`src/rtl/inst_encoder_if.sv`:
```
// ============================================================================
// Module   : inst_encoder_if
// Brief    : Field-tuple valid/ready stream feeding the instruction encoder.
// Revision : 1.0
// ============================================================================
`default_nettype none

interface inst_encoder_if #(
  parameter int M_WIDTH = 8
);
  logic               in_valid;
  logic               in_ready;
  logic [3:0]         op;
  logic [3:0]         reg0;
  logic [3:0]         reg1;
  logic [3:0]         reg2;
  logic               use_imm;
  logic [M_WIDTH-1:0] imm;

  modport master (
    output in_valid, op, reg0, reg1, reg2, use_imm, imm,
    input  in_ready
  );

  modport slave (
    input  in_valid, op, reg0, reg1, reg2, use_imm, imm,
    output in_ready
  );
endinterface

`default_nettype wire

```
`src/rtl/inst_encoder.sv`:
```
// ============================================================================
// Module   : inst_encoder
// Brief    : Packs decoded field tuples into instruction words and loads them
//            into consecutive instruction-memory addresses.
// Revision : 1.0
// ============================================================================
`default_nettype none

module inst_encoder #(
  parameter int         M_WIDTH    = 8,
  parameter int         INST_WIDTH = 16,
  parameter int         ADDR_WIDTH = 8,
  parameter logic [3:0] OP_JMP     = 4'b0000,
  parameter logic [3:0] OP_LODI    = 4'b0101
) (
  input  wire logic                  clk,
  input  wire logic                  rst_n,
  input  wire logic                  start,
  input  wire logic [ADDR_WIDTH-1:0] base_addr,
  input  wire logic [ADDR_WIDTH:0]   len,
  inst_encoder_if.slave              s_in,
  output logic                       mem_we,
  output logic [ADDR_WIDTH-1:0]      mem_addr,
  output logic [INST_WIDTH-1:0]      mem_wdata,
  output logic                       busy,
  output logic                       done,
  output logic                       err,
  output logic [ADDR_WIDTH-1:0]      err_addr
);

  typedef enum logic [1:0] {
    S_IDLE = 2'd0,
    S_LOAD = 2'd1,
    S_ERR  = 2'd2
  } state_t;

  state_t                r_state;
  logic [ADDR_WIDTH-1:0] r_addr;
  logic [ADDR_WIDTH:0]   r_count;
  logic                  r_we;
  logic [ADDR_WIDTH-1:0] r_maddr;
  logic [INST_WIDTH-1:0] r_wdata;
  logic                  r_busy;
  logic                  r_done;
  logic                  r_err;
  logic [ADDR_WIDTH-1:0] r_err_addr;

  state_t                w_nxt_state;
  logic [ADDR_WIDTH-1:0] w_nxt_addr;
  logic [ADDR_WIDTH:0]   w_nxt_count;
  logic                  w_nxt_we;
  logic [ADDR_WIDTH-1:0] w_nxt_maddr;
  logic [INST_WIDTH-1:0] w_nxt_wdata;
  logic                  w_nxt_done;
  logic                  w_nxt_err;
  logic [ADDR_WIDTH-1:0] w_nxt_err_addr;

  logic                  w_in_ready;
  logic                  w_hs;
  logic                  w_wide;
  logic [M_WIDTH-4:0]    w_imm_hi;
  logic                  w_range_err;
  logic [INST_WIDTH-1:0] w_word;

  assign w_in_ready     = (r_state == S_LOAD) && !start;
  assign s_in.in_ready  = w_in_ready;
  assign w_hs           = s_in.in_valid && w_in_ready;

  // Short immediates must sign-extend from bit 3, so the upper bits must agree.
  assign w_wide      = (s_in.op == OP_LODI) || (s_in.op == OP_JMP);
  assign w_imm_hi    = s_in.imm[M_WIDTH-1:3];
  assign w_range_err = !w_wide && s_in.use_imm && !((&w_imm_hi) || (~|w_imm_hi));

  always_comb begin
    w_word = {s_in.op, s_in.reg0, s_in.reg1, s_in.reg2};
    if (w_wide) begin
      w_word = {s_in.op, s_in.reg0, s_in.imm[7:0]};
    end else if (s_in.use_imm) begin
      w_word = {s_in.op, s_in.reg0, s_in.reg1, s_in.imm[3:0]};
    end
  end

  always_ff @(posedge clk or negedge rst_n) begin
    if (!rst_n) begin
      r_state    <= S_IDLE;
      r_addr     <= '0;
      r_count    <= '0;
      r_we       <= 1'b0;
      r_maddr    <= '0;
      r_wdata    <= '0;
      r_busy     <= 1'b0;
      r_done     <= 1'b0;
      r_err      <= 1'b0;
      r_err_addr <= '0;
    end else begin
      r_state    <= w_nxt_state;
      r_addr     <= w_nxt_addr;
      r_count    <= w_nxt_count;
      r_we       <= w_nxt_we;
      r_maddr    <= w_nxt_maddr;
      r_wdata    <= w_nxt_wdata;
      r_busy     <= (w_nxt_state == S_LOAD);
      r_done     <= w_nxt_done;
      r_err      <= w_nxt_err;
      r_err_addr <= w_nxt_err_addr;
    end
  end

  always_comb begin
    w_nxt_state    = r_state;
    w_nxt_addr     = r_addr;
    w_nxt_count    = r_count;
    w_nxt_we       = 1'b0;
    w_nxt_maddr    = r_maddr;
    w_nxt_wdata    = r_wdata;
    w_nxt_done     = 1'b0;
    w_nxt_err      = r_err;
    w_nxt_err_addr = r_err_addr;

    // start aborts whatever is in flight and restarts from IDLE semantics.
    if (start) begin
      w_nxt_addr     = base_addr;
      w_nxt_count    = len;
      w_nxt_err      = 1'b0;
      w_nxt_err_addr = '0;
      if (len == '0) begin
        w_nxt_state = S_IDLE;
        w_nxt_done  = 1'b1;
      end else begin
        w_nxt_state = S_LOAD;
      end
    end else begin
      case (r_state)
        S_LOAD: begin
          if (w_hs) begin
            if (w_range_err) begin
              w_nxt_state    = S_ERR;
              w_nxt_err      = 1'b1;
              w_nxt_err_addr = r_addr;
            end else begin
              w_nxt_we    = 1'b1;
              w_nxt_maddr = r_addr;
              w_nxt_wdata = w_word;
              w_nxt_addr  = r_addr + 1'b1;
              w_nxt_count = r_count - 1'b1;
              if (r_count == (ADDR_WIDTH+1)'(1)) begin
                w_nxt_state = S_IDLE;
                w_nxt_done  = 1'b1;
              end
            end
          end
        end
        S_IDLE, S_ERR: begin
          w_nxt_state = r_state;
        end
        default: begin
          w_nxt_state = S_IDLE;
        end
      endcase
    end
  end

  assign mem_we    = r_we;
  assign mem_addr  = r_maddr;
  assign mem_wdata = r_wdata;
  assign busy      = r_busy;
  assign done      = r_done;
  assign err       = r_err;
  assign err_addr  = r_err_addr;

endmodule

`default_nettype wire

```
`src/flat_wrapper.sv`:
```
// flat-port wrapper written by rule: the top's interface ports become plain ports
module inst_encoder_flat 
#(
  parameter int         M_WIDTH    = 8,
  parameter int         INST_WIDTH = 16,
  parameter int         ADDR_WIDTH = 8,
  parameter logic [3:0] OP_JMP     = 4'b0000,
  parameter logic [3:0] OP_LODI    = 4'b0101
)
  (clk, rst_n, start, base_addr, len, mem_we, mem_addr, mem_wdata, busy, done, err, err_addr, s_in_in_valid, s_in_op, s_in_reg0, s_in_reg1, s_in_reg2, s_in_use_imm, s_in_imm, s_in_in_ready);
  inst_encoder_if #(.M_WIDTH(M_WIDTH)) s_in_i ();
  input  wire logic clk;
  input  wire logic rst_n;
  input  wire logic start;
  input  wire logic [ADDR_WIDTH-1:0] base_addr;
  input  wire logic [ADDR_WIDTH:0] len;
  output logic mem_we;
  output logic [ADDR_WIDTH-1:0] mem_addr;
  output logic [INST_WIDTH-1:0] mem_wdata;
  output logic busy;
  output logic done;
  output logic err;
  output logic [ADDR_WIDTH-1:0] err_addr;
  input wire logic [$bits(s_in_i.in_valid)-1:0] s_in_in_valid;
  input wire logic [$bits(s_in_i.op)-1:0] s_in_op;
  input wire logic [$bits(s_in_i.reg0)-1:0] s_in_reg0;
  input wire logic [$bits(s_in_i.reg1)-1:0] s_in_reg1;
  input wire logic [$bits(s_in_i.reg2)-1:0] s_in_reg2;
  input wire logic [$bits(s_in_i.use_imm)-1:0] s_in_use_imm;
  input wire logic [$bits(s_in_i.imm)-1:0] s_in_imm;
  output wire logic [$bits(s_in_i.in_ready)-1:0] s_in_in_ready;
  assign s_in_i.in_valid = s_in_in_valid;
  assign s_in_i.op = s_in_op;
  assign s_in_i.reg0 = s_in_reg0;
  assign s_in_i.reg1 = s_in_reg1;
  assign s_in_i.reg2 = s_in_reg2;
  assign s_in_i.use_imm = s_in_use_imm;
  assign s_in_i.imm = s_in_imm;
  assign s_in_in_ready = s_in_i.in_ready;
  inst_encoder #(.M_WIDTH(M_WIDTH), .INST_WIDTH(INST_WIDTH), .ADDR_WIDTH(ADDR_WIDTH), .OP_JMP(OP_JMP), .OP_LODI(OP_LODI)) u_core (.clk(clk), .rst_n(rst_n), .start(start), .base_addr(base_addr), .len(len), .s_in(s_in_i), .mem_we(mem_we), .mem_addr(mem_addr), .mem_wdata(mem_wdata), .busy(busy), .done(done), .err(err), .err_addr(err_addr));
endmodule
```
`config.mk`:
```
export PLATFORM = sky130hd
export DESIGN_NAME = inst_encoder_flat
export DESIGN_NICKNAME = d
export VERILOG_FILES = /design/src/rtl/inst_encoder_if.sv /design/src/rtl/inst_encoder.sv /design/src/flat_wrapper.sv
export SDC_FILE = /design/constraint.sdc
export NUM_CORES = 1
export LEC_CHECK = 0
export CELL_PAD_IN_SITES_DETAIL_PLACEMENT = 1
export CELL_PAD_IN_SITES_GLOBAL_PLACEMENT = 1
export CORE_MARGIN = 3
export CORE_UTILIZATION = 50
export DETAILED_ROUTE_END_ITERATION = 10
export DONT_BUFFER_PORTS = 1
export PLACE_DENSITY = 0.9
export SLEW_MARGIN = 10
export SYNTH_ARGS = -nofsm -noshare
export SYNTH_HDL_FRONTEND = slang
export SYNTH_SLANG_ARGS = --single-unit
```
`constraint.sdc`:
```
create_clock -name clk -period 3.7 [get_ports clk]
set_clock_uncertainty 0.15 [all_clocks]
set_input_delay 1.11 -clock clk [delete_from_list [all_inputs] [get_ports clk]]
set_output_delay 1.11 -clock clk [all_outputs]
set_load 0.005 [all_outputs]
```
# Word-level counts from Yosys, hierarchy flattened
# Index checks and enable logic that the tools add are counted.
# classes
reduce_logical	22
n_mux	34
bitwise_logic	2
n_eq_ne	6
n_addsub	2
# ops
cell	count
$mux W8	9
$mux W9	4
$mux W1	15
$eq A9 B1 Y1 const B	1
$logic_not A9 Y1	1
$sub A9 B1 Y9 const B	1
$add A8 B1 Y8 const B	1
$mux W2	4
$reduce_and A3 Y1	2
$reduce_bool A2 Y1	3
$reduce_and A5 Y1	1
$reduce_or A5 Y1	1
$eq A2 B1 Y1 const B	2
$eq A4 B3 Y1 const B	1
$logic_and A1 B1 Y1	4
$logic_not A1 Y1	4
$logic_not A4 Y1	1
$mux W4	1
$pmux W2 S2	1
$reduce_and A4 Y1	1
$eq A2 B2 Y1 const B	1
$logic_not A2 Y1	1
$logic_or A1 B1 Y1	2
$ne A2 B2 Y1 const B	1
other kinds (2)	3
# word_totals
elab_cells	76
reg_bits	55
input_bits	46

# Longest topological paths before layout
# depth
ltp_word	10
mapped_depth	7
depth_no_buf	5

# Worst setup path before layout
# OpenSTA, ideal clock, no wires.
# synth_timing
kind	input-to-reg
start	input s_in_imm[6]
end	register u_core.r_wdata[10] (netlist: u_core.mem_wdata[10])
setup_slack_ps	752
setup_ps	125
path_stages	6
t_arrival_ps	2673
required_time_ps	3425
n_path_buf	1
path_cell_list	or4_4 mux2i_4 o21ai_4 inv_4 buf_6 mux2_2
# synth_between
elab_chain_cells	7
# synth_rtl
item	line_no	text
from (decl)	flat_wrapper.sv:30	input wire logic [$bits(s_in_i.imm)-1:0] s_in_imm;
$reduce_or A5 Y1	inst_encoder.sv:72	assign w_range_err = !w_wide && s_in.use_imm && !((&w_imm_hi) || (~|w_imm_hi));
$logic_not A1 Y1	inst_encoder.sv:72	
$logic_or A1 B1 Y1 *	inst_encoder.sv:72	
$logic_not A1 Y1 *	inst_encoder.sv:72	
$logic_and A1 B1 Y1 *	inst_encoder.sv:72	
$not A1 Y1 (no source line) *	--	
$reduce_and A4 Y1 (no source line) *	--	
to (signal assigned)	inst_encoder.sv:101	r_wdata <= w_nxt_wdata;
to (decl)	inst_encoder.sv:42	logic [INST_WIDTH-1:0] r_wdata;
# Every way passes the cells marked *; elsewhere a longest branch is shown, timed or not.
# A chain may end at the register's enable or synchronous reset.

# Worst setup path after layout
# layout_timing
start	input start
end	output s_in_in_ready
# layout_between
elab_chain_cells	2
# layout_rtl
item	line_no	text
from (decl)	flat_wrapper.sv:14	input wire logic start;
$logic_not A1 Y1	inst_encoder.sv:65	assign w_in_ready = (r_state == S_LOAD) && !start;
$logic_and A1 B1 Y1	inst_encoder.sv:65	
to (decl)	flat_wrapper.sv:31	output wire logic [$bits(s_in_i.in_ready)-1:0] s_in_in_ready;
# Every way passes these cells.

==> flow_summary.rst <==
.. list-table::
   :header-rows: 1

   * - Metric
     - Value
   * - Peak supply drop
     - approximately 0.00025 V
   * - Wire length of the first global-routing pass
     - 11.9 mm
   * - Count of H-tree levels built during CTS
     - 2
   * - Flop2flop setup slack
     - between 1 and 1.5 ns
   * - Cell chosen for the clock root
     - clkbuf_8
   * - Crit path launch type
     - input port
   * - Mean routed wirelength per cell
     - between 20 and 25 microns
   * - Synthesis-stage register bit count
     - between 50 and 60
   * - Worst Max-Slew Pin Slew
     - 0.661 ns
   * - Routed vias
     - approximately 2,100
   * - EDFF count, synth
     - 0
   * - Final weighted congestion in routability-driven placement
     - 0.765
   * - Ratio of total power to cell area
     - 469 mW/mm^2
   * - Final setup violating endpoints
     - 0
   * - Via count of the first global-routing pass
     - approximately 2,300
   * - Antenna violations before repair
     - 0
   * - Mapped cell area
     - approximately 0.0029 sq mm
   * - Worst min-delay path class
     - input port to async pin
   * - Placed cells
     - approximately 320
   * - Final #Nets
     - ~300
   * - Min Tclk post-route
     - roughly 2.8 ns
   * - Number of buffers created by CTS
     - 5
   * - Mapped Nets
     - roughly 310
   * - Non-filler instance count after layout
     - 322
   * - Distinct cell type count of the synthesized netlist
     - between 40 and 50
   * - Async set or reset register ratio after synthesis
     - 1.00
   * - Number of buffer and inverter instances along the worst setup path
     - 0
   * - Required time at the worst-slack endpoint
     - ~2.4 ns
   * - DR vias/cell
     - about 6.7
   * - Worst Path Max Fanout
     - 47
   * - Die Span Y
     - just over 80 microns
   * - Register area share after synthesis
     - 0.480
   * - Reg-to-reg startpoint
     - u_core.r_count[3]$_DFFE_PN0P_
   * - Final HPWL from detailed placement
     - about 4.9 mm
   * - M3 GR Usage
     - 0.0735
   * - Area delta synth->final
     - 4.84%
   * - Slew HR
     - 0.558
   * - Number of placement rows
     - 26
   * - FF-to-FF path depth
     - 4
   * - Maximum number of pins on one net before global-route repair
     - 56
   * - Ant. Diodes
     - 0
   * - Max Cap Violations
     - 0
   * - Count of input and output buffers
     - 0
   * - Post-Route WL
     - approximately 7.2 mm
   * - Fraction of final layout cells with drive strength greater than 1
     - 0.218
   * - TritonRoute pass-1 iters
     - 4
   * - Routed Antenna Nets
     - 0
   * - DR iter-0 viols
     - about 140
   * - Endpoint of the most critical setup path
     - s_in_in_ready
   * - Area used by multi-input combinational logic
     - ~0.0014 sq mm
   * - Capturing element type of the critical path
     - output port
   * - Final-layout worst hold slack
     - around 0.32 ns
   * - Achievable frequency
     - around 350 MHz
   * - Buffer levels on the longest clock path
     - 2
   * - Final core utilization
     - 0.563
   * - Crit path DAT
     - 1.59 ns
   * - Most heavily used metal layer in global routing
     - met2
   * - Critical Path, Cell by Cell
     - nor3b_1
   * - Total congestion overflow after global routing
     - 0
   * - Endpoint of the most critical register-to-register path
     - u_core.busy$_DFF_PN0_
   * - Count of buffers added by post-CTS timing repair for setup
     - 0
   * - Ports
     - 83
   * - Grt met1 use
     - 0.304
   * - Final hold violations
     - 0
   * - Die X
     - 81.7 microns
   * - Setup total negative slack
     - 0 ns
   * - Syn. warnings
     - 0
   * - Most used flip-flop cell after synthesis
     - dfrtp_1
   * - Status
     - completed
   * - Post-cts repair resize count
     - 0
   * - Largest stage delay, worst path
     - between 0.4 and 0.5 ns
   * - Sequential cell area
     - ~0.0014 sq mm
   * - Initial Util
     - 0.537
   * - Overall track demand over capacity in global routing
     - 0.233
   * - Critical-path top delay cell
     - nor3b_1
   * - Clk pin slew, worst setup/hold paths
     - roughly 0.11 ns
   * - Path length in cells of the critical path
     - 1
   * - Clock tree from TritonCTS
     - built
   * - Average size of a mapped cell
     - 11.1 sq um
   * - Kind of cell adding the most delay to the critical path
     - simple AND/OR/NAND/NOR gates
   * - Sink count of the clock tree
     - 55
   * - Worst Setup Path Type
     - input port to output port
   * - Synthesized instance count
     - roughly 260
   * - Worst skew pair latency
     - 0.32 ns
   * - Post-CTS Hold Buffers
     - 0
   * - M2 GR Usage
     - 0.377
   * - Post-route fraction of the period consumed by the critical path
     - 0.769
   * - Residual DRC count
     - 0
   * - Filler cell count
     - 574
   * - Area of all placed cells without fillers
     - roughly 0.0030 sq mm
   * - Final count of pins violating max slew
     - 0
   * - Unrepaired setup endpoints after global routing
     - false
   * - Total cell area at the placement stage
     - 0.00290 sq mm
   * - Area of the die
     - between 0.006 and 0.007 sq mm
   * - Standby leakage power
     - approximately 1.2 nW
   * - Core footprint
     - 0.00534 sq mm
   * - Source of the critical timing path
     - start
-- final cells by class --
class	instances	share of cell area
multi-input combinational	180	0.460
sequential	55	0.458
tap	70	0.0291
clock buffer	5	0.0229
clock inverter	2	0.0125
inverter	7	0.00958
timing repair buffer	3	0.00749
-- Yosys cell counts (2+ instances only) --
| cell type | count | share of area |
|---|---|---|
| o211ai_1 | 14 | 0.037 |
| a2111o_1 | 7 | 0.028 |
| a221o_1 | 3 | 0.010 |
| nor3b_1 | 2 | 0.0052 |
| buf_6 | 3 | 0.012 |
| dfrtp_1 | 55 | 0.48 |
| nor2_1 | 9 | 0.012 |
| o31ai_1 | 4 | 0.010 |
| clkbuf_1 | 9 | 0.012 |
| buf_2 | 2 | 0.0035 |
| inv_1 | 6 | 0.0079 |
| nand4_1 | 10 | 0.022 |
| a211o_1 | 4 | 0.012 |
| nand2b_1 | 3 | 0.0065 |
| nor2b_1 | 5 | 0.011 |
| a32o_1 | 2 | 0.0070 |
| nor3_1 | 3 | 0.0052 |
| nand2_1 | 25 | 0.033 |
| ha_1 | 3 | 0.013 |
| mux2_2 | 36 | 0.14 |
| a21oi_1 | 18 | 0.031 |
| nand3_1 | 6 | 0.010 |
| a211oi_1 | 2 | 0.0052 |
| nor4_1 | 3 | 0.0065 |
-- kinds of logic after synthesis --
logic type / after synthesis / share of synthesized area
simple gates: 74 / 0.135
buf+inv: 23 / 0.0436
flops: 55 / 0.480
xor+xnor: 1 / 0.00306
fa+ha+maj: 3 / 0.0131
compound gates: 65 / 0.175
mux: 37 / 0.149
-- through the flow --
stage               power [mW]  setup slack (ns)
floorplan                0.959             0.752
global route              1.49             0.784
finish                    1.41             0.854
detailed placement        1.02             0.622
global placement          1.00             0.693
CTS                       1.42             0.856
-- layout by cell type, fill, tap and decap left out, types with 2 or more instances in the layout --
cell	n
o211ai_1	14
ha_1	3
a211oi_1	2
mux2_2	36
nor4_1	3
nor2b_1	5
inv_1	6
nor3b_1	2
nand4_1	10
a21oi_1	18
dfrtp_1	55
nand2_1	25
buf_4	3
nand2b_1	3
a211o_1	4
clkbuf_8	5
a221o_1	3
o31ai_1	4
nor3_1	3
a32o_1	2
a2111o_1	7
nand3_1	6
nor2_1	9
-- metal layers --
layer	wire length, microns	part of all wire	vias to the layer above
met2	3510	0.48	82
met1	3060	0.42	1098
met5	0	0	-
met4	96	0.013	0
li1	-	-	959
met3	570	0.079	9
-- how the worst min path moves through the flow --
| stage | startpoint | end | depth (start not counted) |
|---|---|---|---|
| global placement | u_core.mem_addr[1]$_DFFE_PN0P_ | u_core.mem_addr[1]$_DFFE_PN0P_ | 1 |
| floorplan | u_core.mem_addr[0]$_DFFE_PN0P_ | u_core.mem_addr[0]$_DFFE_PN0P_ | 1 |
| detailed placement | u_core.mem_wdata[11]$_DFFE_PN0P_ | u_core.mem_wdata[11]$_DFFE_PN0P_ | 1 |
| CTS | rst_n | u_core.mem_addr[2]$_DFFE_PN0P_ | 0 |
| finish | rst_n | u_core.r_count[8]$_DFFE_PN0P_ | 0 |
| global route | rst_n | u_core.mem_addr[0]$_DFFE_PN0P_ | 0 |
-- power by group --
group | switching [mW] | total (mW) | internal [mW]
logic | 0.0920 | 0.204 | 0.112
registers | 0.0971 | 0.803 | 0.706
clock network | 0.205 | 0.403 | 0.198
total | 0.394 | 1.41 | 1.02
-- sequential cells by signal, indices dropped and copies added (netlist names) --
register	cells
u_core.mem_wdata	16
u_core.mem_addr	8
u_core.r_state	2
u_core.r_addr	8
u_core.err	1
u_core.r_count	9
u_core.mem_we	1
u_core.busy	1
u_core.err_addr	8
u_core.done	1
Note: power is estimated with default switching activity, not from simulation.
